$ cat src/rtl/kitchen_countdown.sv
// MM:SS BCD countdown for the kitchen timer: button set, tick-driven countdown,
// pause and a timed alarm.
//   state   | meaning
//   S_SET   | buttons edit the time, waiting for start
//   S_RUN   | counting down one second per tick
//   S_PAUSE | time frozen, start resumes, sec clears
//   S_ALARM | time at 00:00, alarm held for ALARM_TICKS ticks
module kitchen_countdown #(
  parameter int unsigned ALARM_TICKS = 10
) (
  input  logic       clk,
  input  logic       rst_n,
  input  logic       tick,
  input  logic       btn_min_n,
  input  logic       btn_sec_n,
  input  logic       btn_start_n,
  output logic [3:0] min_tens,
  output logic [3:0] min_ones,
  output logic [3:0] sec_tens,
  output logic [3:0] sec_ones,
  output logic       running,
  output logic       alarm,
  output logic       done
);

  typedef enum logic [1:0] {S_SET, S_RUN, S_PAUSE, S_ALARM} state_t;

  localparam logic [7:0] ALARM_LAST = 8'(ALARM_TICKS);

  state_t     state, state_nx;
  logic [2:0] sync_min, sync_sec, sync_start;
  logic       press_min, press_sec, press_start;
  logic [7:0] alarm_cnt, alarm_cnt_nx;
  logic [3:0] min_tens_nx, min_ones_nx, sec_tens_nx, sec_ones_nx;
  logic [3:0] inc_mt, inc_mo, inc_st, inc_so;
  logic [3:0] dec_mt, dec_mo, dec_st, dec_so;
  logic       time_zero, dec_zero;
  logic       running_nx, alarm_nx, done_nx;

  // bit 1 is the synchronized level, bit 2 its previous value
  assign press_min   = sync_min[2]   & ~sync_min[1];
  assign press_sec   = sync_sec[2]   & ~sync_sec[1];
  assign press_start = sync_start[2] & ~sync_start[1];

  assign time_zero = (min_tens == 4'd0) && (min_ones == 4'd0) &&
                     (sec_tens == 4'd0) && (sec_ones == 4'd0);

  always_comb begin
    inc_mt = min_tens;
    inc_mo = min_ones + 4'd1;
    if (min_ones >= 4'd9) begin
      inc_mo = 4'd0;
      inc_mt = (min_tens >= 4'd9) ? 4'd0 : min_tens + 4'd1;
    end
    inc_st = sec_tens;
    inc_so = sec_ones + 4'd1;
    if (sec_ones >= 4'd9) begin
      inc_so = 4'd0;
      inc_st = (sec_tens >= 4'd5) ? 4'd0 : sec_tens + 4'd1;
    end
  end

  always_comb begin
    dec_mt = min_tens;
    dec_mo = min_ones;
    dec_st = sec_tens;
    dec_so = sec_ones - 4'd1;
    if (sec_ones == 4'd0) begin
      dec_so = 4'd9;
      dec_st = sec_tens - 4'd1;
      if (sec_tens == 4'd0) begin
        dec_st = 4'd5;
        dec_mo = min_ones - 4'd1;
        if (min_ones == 4'd0) begin
          dec_mo = 4'd9;
          dec_mt = (min_tens == 4'd0) ? 4'd0 : min_tens - 4'd1;
        end
      end
    end
    dec_zero = (dec_mt == 4'd0) && (dec_mo == 4'd0) &&
               (dec_st == 4'd0) && (dec_so == 4'd0);
  end

  always_ff @(posedge clk) begin
    if (!rst_n) begin
      state      <= S_SET;
      sync_min   <= 3'b111;
      sync_sec   <= 3'b111;
      sync_start <= 3'b111;
      alarm_cnt  <= 8'd0;
      min_tens   <= 4'd0;
      min_ones   <= 4'd0;
      sec_tens   <= 4'd0;
      sec_ones   <= 4'd0;
      running    <= 1'b0;
      alarm      <= 1'b0;
      done       <= 1'b0;
    end else begin
      state      <= state_nx;
      sync_min   <= {sync_min[1:0], btn_min_n};
      sync_sec   <= {sync_sec[1:0], btn_sec_n};
      sync_start <= {sync_start[1:0], btn_start_n};
      alarm_cnt  <= alarm_cnt_nx;
      min_tens   <= min_tens_nx;
      min_ones   <= min_ones_nx;
      sec_tens   <= sec_tens_nx;
      sec_ones   <= sec_ones_nx;
      running    <= running_nx;
      alarm      <= alarm_nx;
      done       <= done_nx;
    end
  end

  always_comb begin
    state_nx     = state;
    alarm_cnt_nx = alarm_cnt;
    min_tens_nx  = min_tens;
    min_ones_nx  = min_ones;
    sec_tens_nx  = sec_tens;
    sec_ones_nx  = sec_ones;
    case (state)
      S_SET: begin
        if (press_start && !time_zero) begin
          state_nx = S_RUN;
        end else begin
          if (press_min) begin
            min_tens_nx = inc_mt;
            min_ones_nx = inc_mo;
          end
          if (press_sec) begin
            sec_tens_nx = inc_st;
            sec_ones_nx = inc_so;
          end
        end
      end
      S_RUN: begin
        if (tick) begin
          min_tens_nx = dec_mt;
          min_ones_nx = dec_mo;
          sec_tens_nx = dec_st;
          sec_ones_nx = dec_so;
        end
        // decrement is applied before the start press is considered
        if (tick && dec_zero) begin
          state_nx     = S_ALARM;
          alarm_cnt_nx = 8'd0;
        end else if (press_start) begin
          state_nx = S_PAUSE;
        end
      end
      S_PAUSE: begin
        if (press_start) begin
          state_nx = S_RUN;
        end else if (press_sec) begin
          state_nx    = S_SET;
          min_tens_nx = 4'd0;
          min_ones_nx = 4'd0;
          sec_tens_nx = 4'd0;
          sec_ones_nx = 4'd0;
        end
      end
      S_ALARM: begin
        if (press_start) begin
          state_nx     = S_SET;
          alarm_cnt_nx = 8'd0;
        end else if (tick) begin
          alarm_cnt_nx = alarm_cnt + 8'd1;
          if (alarm_cnt + 8'd1 >= ALARM_LAST) begin
            state_nx     = S_SET;
            alarm_cnt_nx = 8'd0;
          end
        end
      end
      default: state_nx = S_SET;
    endcase
  end

  always_comb begin
    running_nx = (state_nx == S_RUN);
    alarm_nx   = (state_nx == S_ALARM);
    done_nx    = (state == S_RUN) && (state_nx == S_ALARM);
  end

endmodule

$ cat config.mk
export PLATFORM = sky130hd
export DESIGN_NAME = kitchen_countdown
export DESIGN_NICKNAME = d
export VERILOG_FILES = /design/src/rtl/kitchen_countdown.sv
export SDC_FILE = /design/constraint.sdc
export NUM_CORES = 1
export LEC_CHECK = 0
export CAP_MARGIN = 10
export CORE_MARGIN = 2
export CORE_UTILIZATION = 50
export DETAILED_ROUTE_END_ITERATION = 8
export PLACE_DENSITY = 0.83
export SETUP_SLACK_MARGIN = 0.5
export SYNTH_ARGS = -nofsm -noshare
export SYNTH_HDL_FRONTEND = slang
export SYNTH_SLANG_ARGS = --single-unit
$ cat constraint.sdc
create_clock -name clk -period 2.8 [get_ports clk]
set_input_delay 0.42 -clock clk [delete_from_list [all_inputs] [get_ports clk]]
set_output_delay 0.42 -clock clk [all_outputs]
set_load 0.01 [all_outputs]
-- After elaboration in Yosys (flattened, before gate mapping)
Cells that the tools add are included.
- output and inout port bits: 19
- flip-flop bits (word level): 38
- word-level logic and storage cells: 121
- input port bits: 6
- reduce and logical (&&, ||, !) cells: 26
- $lt $le $gt $ge: 5
- $add $sub $neg: 9
- equal/unequal tests: 15
- bitwise operators: 6
- mux-type cells: 48
- operator list (kind ; number):
    $mux W4 ; 30
    $pmux W4 S3 ; 4
    $logic_not A4 Y1 ; 8
    $mux W8 ; 4
    $ne A2 B2 Y1 const B ; 9
    $add A4 B1 Y4 const B ; 4
    $mux W2 ; 8
    $pmux W8 S2 ; 1
    $sub A4 B1 Y4 const B ; 4
    $reduce_and A7 Y1 ; 2
    $ge A4 B4 Y1 const B ; 3
    $reduce_and A6 Y1 ; 2
    $logic_and A1 B1 Y1 ; 9
    $add A8 B1 Y8 const B ; 1
    $ge A8 B4 Y1 const B ; 1
    $pmux W2 S4 ; 1
    $eq A2 B2 Y1 const B ; 3
    $eq A2 B1 Y1 const B ; 2
    $ge A4 B3 Y1 const B ; 1
    $and A1 B1 Y1 ; 3
    $ne A3 B3 Y1 const B ; 1
    $not A1 Y1 ; 3
    $reduce_and A3 Y1 ; 1
    $reduce_bool A3 Y1 ; 1
    other kinds (3) ; 3

-- Logic depth before layout (Yosys ltp)
Gate-level depths: netlist of the first run.
- depth after elaboration: 14
- mapped depth: 10
- gate-level depth less buffers: 9

-- Worst setup path before layout of the first run
No wires, ideal clock.
- path kind: reg-to-reg
- from: reg sec_ones[1]
- to: reg alarm_cnt[2]
- stages on the path, launching flop included: 11
- setup slack: -0.081 ns
- arrival: 2.806 ns
- required time: 2.726 ns
- library setup time: 0.074 ns
- clock period less this slack: 2.881 ns
- path buffers: 1
- path through: dfxtp_1 inv_1 ha_1 or3b_1 buf_4 nor4_1 mux2_4 nor4_4 nand3_2 or4_1 a31oi_1
- longest elaborated chain between the ends: 9
- elaborated cells between the ends (all ways): 16
- classes of those cells: add/sub: 1; eq/ne: 1; mux: 4; reduce/logical: 10
- ends and longest elaborated chain (element ; RTL line ; RTL):
    from (decl) ; 20 ; output logic [3:0] sec_ones,
    from (signal assigned) ; 107 ; sec_ones <= sec_ones_nx;
    parallel branches: the longest is 5 deep, another holds $sub A4 B1 Y4 ; n/a ;
    $logic_and A1 B1 Y1 * ; 81 ; (dec_st == 4'd0) && (dec_so == 4'd0);
    $logic_and A1 B1 Y1 * ; 144 ; if (tick && dec_zero) begin
    $ne A2 B2 Y1 (no line) * ; n/a ;
    $reduce_and A3 Y1 (no line) * ; n/a ;
    to (signal assigned) ; 103 ; alarm_cnt <= alarm_cnt_nx;
    to (decl) ; 33 ; logic [7:0] alarm_cnt, alarm_cnt_nx;
Every way passes the cells marked *.
A chain may end at the register's enable or synchronous reset.

-- Final worst setup path of the first run
Same ends and word-level chain as after synthesis.

==> metrics.txt, run 1 <==
DRC Markers 0; Synth cell types 68; Initial Util 0.5202; P_leak between 1.5 and 2 nW; Vias/cell approximately 6.5; CTS max path bufs 2; Critical Path RT 3030 ps; # hold bufs at CTS 0; cell with the largest stage delay on the worst path or4_1; DR vias 2981; final wirelength 9036 um; area of the multi-input gates ~2100 um2; YS warnings 0; CTS tree built; clk sinks 38; Final Skew around 18 ps; measured slew at the worst slew-check pin 828.9 ps; reg2reg path depth 10; Slew headroom 0.4415; worst setup margin 221.8 ps; CTS buffer count 5; pre-CTS WS -36.40 ps; Final Hold Fails 0; vias in the first global route 2747; crit path DAT 2810 ps; Min-Delay Path Class register to register; CP delay by family, top simple AND/OR/NAND/NOR gates; area grow syn2layout 44.74%; H-tree levels 2; layout cells sized above 1 0.3599; number of synthesized register bits 38; Antenna Nets Post-Route 0; die area approximately 5900 um2; Post-Synthesis Cells 321; fin crit period 2578 ps; sequential cell area 780.7 um2; sequential share of the synthesized area 0.2845; core area between 5000 and 6000 um2; crit-path max cell delay 510 ps; Final Cell Area about 3900 um2; DRT iter0 DRCs 348; worst path buffer plus inverter count 2; gr usage total 0.2658; DRT Pass-1 Iters 5; Top FF cell, synth dfxtp_1; FP Rows 26; post-DR wirelength/cell 19.69 um; Final Cycle Share 0.9208; Pwr Density 1107 nW/um2; Critical Path Source Type register; maxcap violations 0; Max FO, Critical Path 4; fin nets 414; hpwl dp 4592 um; Max Slew Vio Count 0; Post-synth ARST share 0; Setup Total Neg Slack 0 ps; largest net degree at the start of global routing 22; # setup viols final 0; total gr overflow 0; worst-path cell chain inv_4, ha_4, buf_4, nor3b_4, mux2_4, o2111ai_4, nor4_4, nand3_2, or4_1, a31oi_1; Max Freq approximately 390 MHz; Syn Std Cell Area 2674 um2; clk_lat worst skew 310 ps; Stages on worst setup path 10; total power 4.286 mW; I/O Pins 25; root buffer cell clkbuf_8; syn_nets 347; global-route wire length before repair 12780 um; global placement routability congestion ~0.84; IO Port Bufs 24; peak supply drop 0.4635 mV; Post-synth EDFFs 0; Worst Setup End Kind register; placed inst area slightly above 3000 um2; # fillers 336; worst hold margin about 390 ps; initial antenna violation count 0; ANT cells 0; critical path class register to register; die width 77.13 um; RSZ-0062 raised after global routing yes; Die Ht a little under 80 um; hold path depth 1; clk slew on worst S/H paths 90 ps; status finished clean; Mapped Avg Cell Area 8.330 um2
final timing paths:
path               start           end  slack [ps]
min reg2reg  sync_min[0]   sync_min[1]         390
max          sec_ones[1]  alarm_cnt[2]         220
max reg2reg  sec_ones[1]  alarm_cnt[2]         220
min          sync_min[0]   sync_min[1]         390
power breakdown:
part | internal [mW] | switching, mW
clock | 0.267 | 0.229
combinational | 1.43 | 1.64
sequential | 0.637 | 0.0809
area by class of cell:
type	instances	area share
Clock buffer	5	0.01778
Sequential cell	38	0.2017
Multi-Input combinational cell	248	0.5516
Timing Repair Buffer	77	0.1746
Clock inverter	3	0.01099
Tap cell	70	0.02263
Inverter	18	0.02069
through the flow:
step                cells  utilization
floorplan             321            -
global placement      411       0.6061
detailed placement    411       0.6061
CTS                   446       0.7001
global route          459       0.7529
finish                459       0.7529
cells by family after synthesis:
group,count (synthesis),share of synthesized area
AO/OA/AOI/OAI,95,0.2560
adder cells (fa/ha/maj),20,0.09359
flip-flops,38,0.2845
multiplexers,8,0.03275
AND/OR/NAND/NOR,122,0.2714
buffers and inverters,35,0.05194
XOR/XNOR,3,0.009829
cell usage in the layout (no fill, tap or decap), types with 6 or more instances in the layout:
cell | netlist | layout
buf_6 | 0 | 10
nand2b_1 | 17 | 16
buf_4 | 1 | 43
nand2_1 | 15 | 12
inv_1 | 17 | 10
a21oi_1 | 18 | 13
clkdlybuf4s50_1 | 0 | 24
inv_4 | 0 | 7
nor3_1 | 6 | 6
o21ai_0 | 16 | 13
nor2_1 | 24 | 21
nand3_1 | 10 | 8
ha_1 | 20 | 16
dfxtp_1 | 38 | 32
synthesized netlist by cell type (all sizes together) (3+ instances only):
library cell / number / area share
nor4: 4 / 0.015
nand2: 15 / 0.021
dfxtp: 38 / 0.28
clkbuf: 13 / 0.018
nand4b: 3 / 0.0098
and3: 9 / 0.021
a21oi: 19 / 0.037
o211ai: 4 / 0.013
a211oi: 8 / 0.022
or3b: 5 / 0.016
nor3: 7 / 0.017
nand3: 12 / 0.026
buf: 4 / 0.0084
o32ai: 4 / 0.013
ha: 20 / 0.094
o22ai: 3 / 0.0070
a31oi: 4 / 0.0094
nand2b: 17 / 0.040
nor3b: 5 / 0.016
a21o: 5 / 0.014
inv: 17 / 0.024
nor2: 25 / 0.036
mux2: 3 / 0.014
o21bai: 6 / 0.017
nand3b: 4 / 0.011
mux2i: 5 / 0.019
nor2b: 6 / 0.014
o21ai: 18 / 0.034
registers in the layout (all words and copies together) (netlist names):
name and cells:
sync_sec 3, done 1, min_ones 4, alarm_cnt 8, state 2, alarm 1, sync_start 3, min_tens 4
sync_min 3, sec_ones 4, running 1, sec_tens 4
metal layers:
metal  vias up  GRT usage  part of all wire  wire (um)
li1       1320          -                 -          -
met1      1429     0.3098              0.39       3557
met2       172     0.4609              0.48       4366
met3        60    0.04471             0.065        583
met4         0     0.1446             0.058        528
met5         -          0                 0          0
what timing repair did:
action                                 in CTS  in global routing
buffers inserted                           27                 13
setup endpoints to repair                  29                 29
pin swaps                                  14                 17
gates resized for setup                    40                 41
endpoints found under the hold margin       0                  0
worst register-to-register path: cells and delay by family (launching register included):
family	cells	cell delay, ps
adder cells (fa/ha/maj)	1	130
multiplexers	1	260
flip-flops	1	360
buffers and inverters	2	170
AND/OR/NAND/NOR	4	1290
AO/OA/AOI/OAI	2	300
Note: power is estimated with default switching activity, not from simulation.
==> run 2, diff against run 1 <==
--- a/config.mk
+++ b/config.mk
@@ -10,6 +10,7 @@
 export CORE_UTILIZATION = 50
 export DETAILED_ROUTE_END_ITERATION = 8
 export PLACE_DENSITY = 0.83
+export RECOVER_POWER = 25
 export SETUP_SLACK_MARGIN = 0.5
 export SYNTH_ARGS = -nofsm -noshare
 export SYNTH_HDL_FRONTEND = slang
==> metrics.txt, run 2 (synthesized netlist as in run 1, its figures left out) <==
FP Rows 26 (unchanged); global placement routability congestion 0.8429 (unchanged); Max Slew Vio Count 0 (unchanged); Final Skew 19.36 ps (was 17.88 ps); post-DR wirelength/cell 19.73 um (was 19.69 um); leading cell type in the layout, fill and taps excluded buf_4 (unchanged); root buffer cell clkbuf_8 (unchanged); final wirelength 9058 um (was 9036 um); clk sinks 38 (unchanged); CTS tree built (unchanged); measured slew at the worst slew-check pin 1080 ps (was 828.9 ps); switching power 1.950 mW (was 1.948 mW); placed inst area 3115 um2 (unchanged); hpwl dp 4592 um (unchanged); global-route wire length before repair 12780 um (unchanged); Final Cell Area 3866 um2 (was 3870 um2); crit-path max cell delay 510 ps (about the same); H-tree levels 2 (unchanged); Max Freq 388.0 MHz (was 387.9 MHz); worst-path cell chain inv_4, ha_4, buf_4, nor3b_4, mux2_4, o2111ai_4, nor4_4, nand3_2, or4_1, a31oi_1 (unchanged); fin crit period 2577 ps (was 2578 ps); Cells after DPL 411 (unchanged); Slew headroom 0.2799 (was 0.4415); clk_lat worst skew 310 ps (about the same); Critical Path RT 3030 ps (about the same); DRT Pass-1 Iters 5 (unchanged); I/O Pins 25 (unchanged); total power 4.280 mW (was 4.286 mW); initial antenna violation count 0 (unchanged); area grow syn2layout 44.60% (was 44.74%); status finished clean (unchanged); Worst Setup End Kind register (unchanged); critical path class register to register (unchanged); Die Ht 77.13 um (unchanged); Max FO, Critical Path 4 (unchanged); CTS max path bufs 2 (unchanged); ANT cells 0 (unchanged); DR vias 2979 (was 2981); Seq pwr share 0.168 (was 0.167); Internal 2.331 mW (was 2.337 mW); Combinational Power Share 0.716 (was 0.717); DRC Markers 0 (unchanged); die width 77.13 um (unchanged); most frequent cells in the layout 42 x buf_4, 32 x dfxtp_1, 21 x nor2_1 (was 43 x buf_4, 32 x dfxtp_1, 24 x clkdlybuf4s50_1); sw frac 0.4555 (was 0.4546); Critical Path Source Type register (unchanged); die area 5948 um2 (unchanged); core area 5140 um2 (unchanged); crit path DAT 2810 ps (about the same); gr usage total 0.2658 (unchanged); clk slew on worst S/H paths 100 ps (was 90 ps); Largest register FFs 8 (unchanged); # fillers 336 (unchanged); CTS buffer count 5 (unchanged); total gr overflow 0 (unchanged); cell with the largest stage delay on the worst path or4_1 (unchanged); clock share of power 0.116 (about the same); Final Cycle Share 0.9204 (was 0.9208); Vias/cell 6.490 (was 6.495); Pwr Density 1107 nW/um2 (about the same); fin cells 459 (unchanged); Final Hold Fails 0 (unchanged); DRT iter0 DRCs 351 (was 348); Antenna Nets Post-Route 0 (unchanged); Min-Delay Path Class register to register (unchanged); layout cells sized above 1 0.3573 (was 0.3599); maxcap violations 0 (unchanged); # setup viols final 0 (unchanged); largest net degree at the start of global routing 22 (unchanged); P_leak 1.541 nW (was 1.529 nW); IO Port Bufs 24 (unchanged); Top reg by flops alarm_cnt (unchanged); RSZ-0062 raised after global routing yes (unchanged); peak supply drop 0.4639 mV (was 0.4635 mV); fin nets 414 (unchanged); Initial Util 0.5202 (unchanged); R2R Setup Slk 220 ps (about the same); vias in the first global route 2747 (unchanged)
-- run 2: path summary, 6_finish.rpt --
check / start / cells past startpoint / end
worst max-delay path: sec_ones[1] / 10 / alarm_cnt[2]
worst min-delay path: sync_min[0] / 1 / sync_min[1]
worst max register to register: sec_ones[1] / 10 / alarm_cnt[2]
worst min register to register: sync_min[0] / 1 / sync_min[1]
-- run 2: layout make-up --
class / instances / area (um2) / area share
flip-flops and latches: 38 / 780.7 / 0.2019
clock inverters: 3 / 42.54 / 0.01100
well taps: 70 / 87.58 / 0.02265
multi-input cells: 248 / 2135 / 0.5521
inverters: 18 / 80.08 / 0.02071
clock buffers: 5 / 68.82 / 0.01780
repair buffers: 77 / 671.9 / 0.1738
-- run 2: critical path, delay by kind of cell (launching register included) --
kind | cells | cell delay, ps
DFF | 1 | 360
and+or+nand+nor | 4 | 1290
muxes | 1 | 260
AOI/OAI and AO/OA | 2 | 300
buffers and inverters | 2 | 170
adders and majority gates | 1 | 130
-- run 2: routing by layer --
metal / global-route usage / share of wire / up-vias
met2: 0.4609 / 0.49 / 181
met5: 0 / 0 / -
li1: - / - / 1319
met4: 0.1446 / 0.055 / 0
met1: 0.3098 / 0.40 / 1424
met3: 0.04471 / 0.064 / 55
-- run 2: timing repair --
action                                 4_1_cts  5_1_grt
endpoints found under the hold margin        0        0
setup endpoints to repair                   29       29
hold buffers                                 0        0
cloned                                       0        0
pin swaps                                   14       17
setup buffers                               27       13
gates resized for setup                     40       41
-- run 2: power by group through the flow --
stage / clock network [mW] / logic, mW / registers [mW]
2_1_floorplan: 0 / 1.44 / 0.774
3_3_place_gp: 0 / 1.93 / 0.748
3_5_place_dp: 0 / 1.98 / 0.751
4_1_cts: 0.497 / 2.49 / 0.714
5_1_grt: 0.524 / 3.21 / 0.727
6_report: 0.498 / 3.07 / 0.717
-- run 2: per-stage QoR --
step           hold WS, ps  TNS (ps)    util  setup slack (ps)
2_1_floorplan        386.3         0       -             185.4
3_3_place_gp         391.2         0  0.6061             144.7
3_5_place_dp         398.4    -36.40  0.6061            -36.40
4_1_cts              407.0         0  0.7001             351.6
5_1_grt              427.2         0  0.7522             157.6
6_report             392.4         0  0.7522             223.0
==> RTL change (config.mk and constraints of run 2) <==
Reset style: asynchronous (`rst_n`), changed in one clocked block.
--- a/src/rtl/kitchen_countdown.sv
+++ b/src/rtl/kitchen_countdown.sv
@@ -81,7 +81,7 @@
                (dec_st == 4'd0) && (dec_so == 4'd0);
   end
 
-  always_ff @(posedge clk) begin
+  always_ff @(posedge clk or negedge rst_n) begin
     if (!rst_n) begin
       state      <= S_SET;
       sync_min   <= 3'b111;
Formal check against the unedited RTL: differs if rst_n is asserted again (counterexample within 4 cycles, from zero or initial values and one cycle with rst_n low); with rst_n held inactive, the same outputs for 10 cycles.
==> RTL change against run 2 <==
  * The run now ends with max-capacitance violations, max-slew violations left
  * Count of clock-buffer cells in the layout is the same
  * Routed wire length shrank 3.7%
  * Synthesized cell count down 2.5%
  * Setup slack worse by 110 ps
  * Power rose by 22%
  * Critical path depth down 1
  * Design area rose by 0.42%
  * Clock power rose by 16%
  * Sequential cell count is the same
  * Area after synthesis increased by 0.98%
  * Clock skew down 5.7 ps
  * Via count decreased by 3.2%
  * Critical path type unchanged
  * Largest cell class unchanged
  * Highest routed layer unchanged
==> RTL change: results (changes against run 2) <==
Parameter                              Value

Power
  Peak ir drop on the vdd network    0.774 mV (was 0.464 mV)
  Leakage power summed over all cells    1.58 nW (was 1.54 nW)

Synth
  Fraction of synthesized area in multiplexers    2.32% (was 3.28%)
  Compound-Gate Fraction of Synth Area    23.6% (was 25.6%)
  Commonest cells in the synthesized netlist    dfrtp_1, nand2_1, a21oi_1, nor2_1, o21ai_0 (was dfxtp_1, nor2_1, ha_1)
  Number of distinct library cells after synthesis    60 (was 68)
  Adder and majority cell fraction of the synthesized area    8.80% (was 9.36%)
  Share of async-settable or async-resettable flops after synthesis    100% (was 0%)
  Xor and xnor fraction of the mapped netlist area    0.973% (was 0.983%)

Run status
  Status    finished with violations (was finished, final reports clean)
  Violated checks    max-capacitance violations, max-slew violations

Clocking
  Post-cts gate resize count    47 (was 40)
  Post-CTS setup repair buffer count    29 (was 27)
  Inserted Clock Buffers    5 (unchanged)

Critical path
  Data arrival time of the critical path    2870 ps (was 2810 ps)
  Flop2flop setup slack    110 ps (was 220 ps)
  Top fanout value on the critical path    5 (was 4)
  Slowest CP cell    a2111oi_4 (was or4_1)
  Reg-to-Reg Start    sec_ones[0] (was sec_ones[1])
  Delay-heaviest family, CP    compound AO/OA/AOI/OAI gates (was simple AND/OR/NAND/NOR gates)
  Capturing instance or port of the critical path    alarm_cnt[3] (was alarm_cnt[2])
  Largest stage delay on the critical path    470 ps (was 510 ps)

Global route
  Number of global-route vias before repair    2,607 (was 2,747)
  First-pass GRT wire length    12,700 um (was 12,800 um)
  GRT met2 Usage    42.7% (was 46.1%)
  Maximum number of pins on one net before global-route repair    39 (was 22)
  Global-route total usage across every layer    26.2% (was 26.6%)
  GR met1 Demand/Resource    35.1% (was 31.0%)
  Met3 usage    3.95% (was 4.47%)

STA
  Setup clock skew after layout    13.7 ps (was 19.4 ps)
  Max-slew violation count    39 (was 0)
  Worst Tran Pin Value    2070 ps (was 1080 ps)

Route
  Average vias per placed instance    6.33 (was 6.49)
  Routed len/inst    19.1 um (was 19.7 um)
  Detailed router's first-iteration violation count    297 (was 351)

Placement
  GPL Wtd Cong    0.937 (was 0.843)
  Detail Placement HPWL    4470 um (was 4590 um)

Cells and area
  Number of nets at the end of the flow    410 (was 414)
  Layout fillers    292 (was 336)

Job
  Max Cap Viol    1 (was 0)
[RTL change: changes by cell type in the layout (fill, tap and decap cells not counted), moves of 7 or more]
cell / before / now
nand2b_1: 16 / 7
dfstp_2: 0 / 7
nand2_1: 12 / 25
dfrtp_1: 0 / 21
dfxtp_1: 32 / 0
dfrtp_2: 0 / 8
a21oi_1: 13 / 20
[RTL change: final cells by class]
class,count,area share [%]
multi-input combinational,244,50.0
sequential,38,25.0
timing repair buffer,75,17.0
tap,70,2.26
inverter,21,2.16
clock buffer,5,1.77
clock inverter,3,1.77
[RTL change: worst min-delay path by stage]
stage / endpoint / cells past startpoint / start / slack, ps
detailed placement: sync_sec[1] / 0 / sync_sec[0] / 350
floorplan: alarm / 0 / rst_n / 120
finish: sync_min[1] / 0 / sync_min[0] / 360
global placement: sync_sec[1] / 0 / sync_sec[0] / 350
global route: sync_min[1] / 0 / sync_min[0] / 370
CTS: alarm_cnt[4] / 1 / rst_n / 240
[RTL change: per-stage QoR]
stage | cells | cell area (um^2) | setup WS, ps | util (%) | power (mW)
floorplan | 313 | 2780 | 228 | - | 2.67
global placement | 405 | 3110 | 187 | 60.1 | 3.28
detailed placement | 405 | 3110 | 132 | 60.1 | 3.35
CTS | 442 | 3650 | 245 | 70.6 | 4.54
global route | 456 | 3880 | 54.9 | 75.1 | 5.53
finish | 456 | 3880 | 109 | 75.1 | 5.22
[RTL change: report_power, final]
part	internal (mW)	leakage, nW	switching [mW]
clock	0.357	0.0683	0.221
sequential	0.705	0.468	0.199
combinational	1.64	1.04	2.10
total	2.70	1.58	2.52
[RTL change: layer usage]
layer / vias up / wire length (um) / part of all wire, %
li1: 1271 / - / -
met1: 1365 / 3550 / 41
met2: 198 / 4090 / 47
met3: 51 / 619 / 7.1
met4: 0 / 463 / 5.3
met5: - / 0 / 0
